`src/rtl/aes_round_ctrl_pkg.sv`:
```
// aes_round_ctrl_pkg: shared state encoding, AES-128 round constants and the xtime helper
package aes_round_ctrl_pkg;

   typedef enum logic [2:0] {S_IDLE, S_LOAD, S_ROUND, S_WAIT, S_DONE} state_t;

   localparam int         AES_NR    = 10;
   localparam logic [7:0] RCON_INIT = 8'h01;
   localparam logic [7:0] RCON_POLY = 8'h1B;

   function automatic logic [7:0] xtime(input logic [7:0] b);
      return {b[6:0], 1'b0} ^ (b[7] ? RCON_POLY : 8'h00);
   endfunction

endpackage

```
`src/rtl/aes_round_ctrl_rcon.sv`:
```
// aes_round_ctrl_rcon: round-constant register, reloaded on init and doubled in GF(2^8) on advance
module aes_round_ctrl_rcon
   import aes_round_ctrl_pkg::*;
(
   input  logic       clk,
   input  logic       rst,
   input  logic       init_i,
   input  logic       adv_i,
   output logic [7:0] rcon_o
);

   logic [7:0] rcon_q, rcon_d;

   // init has priority so a fresh encryption always starts from 01
   always_comb rcon_d = init_i ? RCON_INIT : adv_i ? xtime(rcon_q) : rcon_q;

   // constant register
   always_ff @(posedge clk or posedge rst)
      if (rst) rcon_q <= RCON_INIT;
      else     rcon_q <= rcon_d;

   assign rcon_o = rcon_q;

endmodule

```
`src/rtl/aes_round_ctrl.sv`:
```
// aes_round_ctrl: sequences load/round handshakes with the AES-128 datapath and captures the ciphertext
module aes_round_ctrl
   import aes_round_ctrl_pkg::*;
#(
   parameter int NR      = AES_NR,
   parameter int TIMEOUT = 255
)(
   input  logic         clk,
   input  logic         rst,
   input  logic         engine_start,
   input  logic [127:0] plain_in,
   input  logic [127:0] key_in,
   output logic         engine_done,
   output logic [127:0] dp_plain,
   output logic [127:0] dp_key,
   output logic         dp_load,
   output logic         dp_round_en,
   output logic         dp_final,
   output logic [3:0]   round_idx,
   output logic [7:0]   rcon,
   input  logic         dp_round_ack,
   input  logic [127:0] dp_state,
   output logic [127:0] cipher_out,
   output logic         cipher_valid,
   output logic         err
);

   localparam int             WDW  = (TIMEOUT == 0) ? 1 : $clog2(TIMEOUT + 1);
   localparam logic [WDW-1:0] TO_L = WDW'(TIMEOUT);
   localparam logic [3:0]     NR_L = 4'(NR);

   state_t         state_q, state_d;
   logic [3:0]     round_q, round_d;
   logic [WDW-1:0] wd_q, wd_d;
   logic [127:0]   plain_q, plain_d, key_q, key_d, cipher_q, cipher_d;
   logic           err_q, err_d;
   logic           rc_init, rc_adv;

   // next-state and register updates; a zero TIMEOUT never trips the watchdog
   always_comb begin
      state_d  = state_q;
      round_d  = round_q;
      wd_d     = wd_q;
      plain_d  = plain_q;
      key_d    = key_q;
      cipher_d = cipher_q;
      err_d    = err_q;
      rc_init  = 1'b0;
      rc_adv   = 1'b0;
      case (state_q)
         S_IDLE:
            if (engine_start) begin
               plain_d = plain_in;
               key_d   = key_in;
               err_d   = 1'b0;
               state_d = S_LOAD;
            end
         S_LOAD: begin
            round_d = 4'd1;
            rc_init = 1'b1;
            state_d = S_ROUND;
         end
         S_ROUND: begin
            wd_d    = '0;
            state_d = S_WAIT;
         end
         S_WAIT:
            if (dp_round_ack) begin
               if (round_q == NR_L) begin
                  cipher_d = dp_state;
                  state_d  = S_DONE;
               end else begin
                  round_d = round_q + 4'd1;
                  rc_adv  = 1'b1;
                  state_d = S_ROUND;
               end
            end else if (TIMEOUT != 0 && wd_q == TO_L) begin
               err_d   = 1'b1;
               round_d = 4'd0;
               state_d = S_IDLE;
            end else wd_d = wd_q + 1'b1;
         S_DONE: begin
            round_d = 4'd0;
            state_d = S_IDLE;
         end
         default: state_d = S_IDLE;
      endcase
   end

   // state and datapath-facing registers
   always_ff @(posedge clk or posedge rst)
      if (rst) begin
         state_q  <= S_IDLE;
         round_q  <= 4'd0;
         wd_q     <= '0;
         plain_q  <= '0;
         key_q    <= '0;
         cipher_q <= '0;
         err_q    <= 1'b0;
      end else begin
         state_q  <= state_d;
         round_q  <= round_d;
         wd_q     <= wd_d;
         plain_q  <= plain_d;
         key_q    <= key_d;
         cipher_q <= cipher_d;
         err_q    <= err_d;
      end

   aes_round_ctrl_rcon u_rcon (
      .clk   (clk),
      .rst   (rst),
      .init_i(rc_init),
      .adv_i (rc_adv),
      .rcon_o(rcon)
   );

   assign engine_done  = state_q == S_IDLE;
   assign dp_load      = state_q == S_LOAD;
   assign dp_round_en  = state_q == S_ROUND;
   assign dp_final     = state_q == S_ROUND && round_q == NR_L;
   assign cipher_valid = state_q == S_DONE;
   assign round_idx    = round_q;
   assign dp_plain     = plain_q;
   assign dp_key       = key_q;
   assign cipher_out   = cipher_q;
   assign err          = err_q;

endmodule
```
`config.mk`:
```
export PLATFORM = sky130hd
export DESIGN_NAME = aes_round_ctrl
export DESIGN_NICKNAME = d
export VERILOG_FILES = /design/src/rtl/aes_round_ctrl_pkg.sv /design/src/rtl/aes_round_ctrl_rcon.sv /design/src/rtl/aes_round_ctrl.sv
export SDC_FILE = /design/constraint.sdc
export NUM_CORES = 1
export LEC_CHECK = 0
export BUFFER_PORTS_ARGS = -buffer_cell sky130_fd_sc_hd__buf_2
export CAP_MARGIN = 20
export CORE_AREA = 8 8 299 301
export DETAILED_ROUTE_END_ITERATION = 6
export DIE_AREA = 0 0 307 309
export SYNTH_ARGS = -nofsm -noshare
export SYNTH_HDL_FRONTEND = slang
export SYNTH_SLANG_ARGS = --single-unit
```
`constraint.sdc`:
```
create_clock -name clk -period 22.6 [get_ports clk]
set_input_delay 2.26 -clock clk [delete_from_list [all_inputs] [get_ports clk]]
set_output_delay 2.26 -clock clk [all_outputs]
set_load 0.1 [all_outputs]
```
==> out/metrics.yaml <==
endpoint_kind: "primary output"
vias_per_cell: 3.79
synth_top_cell_area_share_pct: 65.5
die_area_um2: 94900
start_kind: "flop"
yosys_register_bits: 408
synth.distinct_cells: 45
critPathMaxFanout: 11
async_flop_share_pct: 100
post_cts_resized: 0
maxCapViolCount: 0
drive_gt1_share_pct: 40.3
synth_edf_count: 0
cts_inserted_buffers: 47
yosysSeqAreaShare_pct: 65.6
core_area_um2: 84600
synth_area_um2: 15600
grt_pass1_wl_um: 82200
initial_core_util_pct: 18.4
path_buf_inv: 1
pin_count: 790
slowest_delay_ns: 0.65
crit_family: "simple AND/OR/NAND/NOR gates"
globalRouteTotalUtil_pct: 10.9
dr.pass1.iters: 7
overflow: 0
gp_congestion: 0.870
rsz0062_at_grt: "false"
fin_setup_tns_ns: 0
cp_num_cells: 2
cts_max_path_buffers: 3
worst_path_max_delay_cell: "nor3b_2"
synth_xor_area_share_pct: 0.169
synth_area_leaders: "dfrtp_1 65%, nand2_1 19%, mux2_1 6.7%"
status: "complete, no violations"
clk_pin_slew_ns: 0.06
crit_chain: "nor3b_2 -> buf_2"
final_core_util_pct: 26.4
synth_cells: 1477
worstPathRequired_ns: 20.34
ctsHoldBuffers: 0
hold_violations: 0
slew_headroom_pct: 26.7
final_common_cell: "buf_2"
synth_mux_area_share_pct: 9.73
grt_pass1_vias: 13700
finalMaxSlewViolations: 0
htree_levels: 2
worstMarginPinSlew_ns: 1.10
nNetsFinal: 2641
synth_warnings: 0
die_x_um: 307
finalCriticalPeriod_ns: 4.65
fmax_ghz: 0.215
reg2reg_depth: 7
post_cts_buffers: 0
avgSynthCellArea_um2: 10.5
drtIter0Drc: 849
fp-row-count: 107
routed_wl_um: 55400
synth_flop_cell: "dfrtp_1"
setup_viol: 0
synth_top_family_by_area: "simple AND/OR/NAND/NOR gates"
cp.arrival_ns: 2.39
yosys.area.top_type: "dfrtp_1"
synth-compound-area-share_pct: 1.20
fin_crit_sh_pct: 20.6
clk_latency_ns: 0.58
criticalPathCategory: "flop to primary output"
hpwlAfterDp_um: 42700
grt_max_degree: 151
synth_nets: 1868
die_h_um: 309
drc_errors: 0
fin_skew_ns: 0.0130
areaGrowthSynthToFinish_pct: 43.6
grt_antenna_before_repair: 6
dr_total_vias: 13000
hold_path.class: "flop to flop"
layout_common_cells: "789 x buf_2, 774 x nand2_1, 407 x dfrtp_1"
hold_path_depth: 2
detail-route-antenna-nets: 0
cts_num_sinks: 408
synth-simple-area-share_pct: 20.5
wl_per_cell_um: 16.1
root_buffer: "clkbuf_16"
io_buffers: 789
synthAdderAreaFrac_pct: 0.241
cts_tree: "done"
==> final timing paths <==
kind                         startpoint             to  slack [ns]
setup / recovery             state_q[0]        dp_load       17.95
hold / removal             dp_plain[90]   dp_plain[90]        0.46
setup reg to reg           round_idx[0]  cipher_out[3]       19.21
hold reg to reg            dp_plain[90]   dp_plain[90]        0.46
max in group asynchronous           rst   dp_plain[18]       18.37
min in group asynchronous           rst     dp_key[14]        1.87
==> Yosys cell counts, types with 2 or more instances <==
cell      instances
a211o_1           2
a211oi_1          3
a21oi_1           4
a31oi_1           4
and2_1            3
and3_1            3
buf_1             4
buf_2            38
buf_4             9
clkbuf_1         25
dfrtp_1         407
ha_1              3
inv_1             6
mux2_1           92
mux2_2           38
mux2i_1           5
nand2_1         775
nand3_1           4
nand4_1           2
nor2_1           14
nor2b_1           2
nor3_1            3
nor3b_2           2
o21ai_0           5
or3_1             2
xnor2_1           3
==> worst min-delay path, cell delays in order, from the launching register on <==
cell and delay, ns:
dfrtp_1 0.33, nand2_1 0.05, nand2_1 0.05
==> area by class of cell <==
cell class | instances | area, µm²
multi-input combinational | 987 | 4970
inverter | 6 | 30.0
antenna | 5 | 12.5
clock inverter | 18 | 293
tap | 1144 | 1430
sequential | 408 | 10200
clock buffer | 70 | 1340
fill | 9087 | 62300
timing repair buffer | 800 | 4040
==> kinds of logic after synthesis <==
logic type	Yosys count
mux	135
flops	408
compound gates	27
xor+xnor	3
buf+inv	82
fa+ha+maj	3
simple gates	819
==> per-stage QoR <==
step | hold WS [ns] | area (µm²) | setup slack, ns | std cells
4_1_cts | 0.471 | 22300 | 17.90 | 3433
5_1_grt | 0.477 | 22300 | 17.83 | 3434
3_5_place_dp | 0.456 | 20700 | 17.47 | 3345
2_1_floorplan | 0.472 | 15600 | 8.99 | 1477
6_report | 0.464 | 22300 | 17.95 | 3438
3_3_place_gp | 0.452 | 20700 | 17.50 | 3345
==> routing by layer <==
metal,GRT usage (%),wire (µm),share of wire (%)
met2,18.5,27000,49
met3,3.34,4610,8.3
met5,0,0,0
met4,4.48,1990,3.6
met1,12.9,21800,39
==> flip-flops by register name, indices dropped and copies added (netlist names) <==
register       cells
round_idx          4
u_rcon.rcon_o      8
state_q            3
cipher_out       128
dp_key           128
wd_q               8
dp_plain         128
err                1
Power is not shown: default switching activity piles up to over one toggle a cycle in this logic, so the estimate is an artifact.
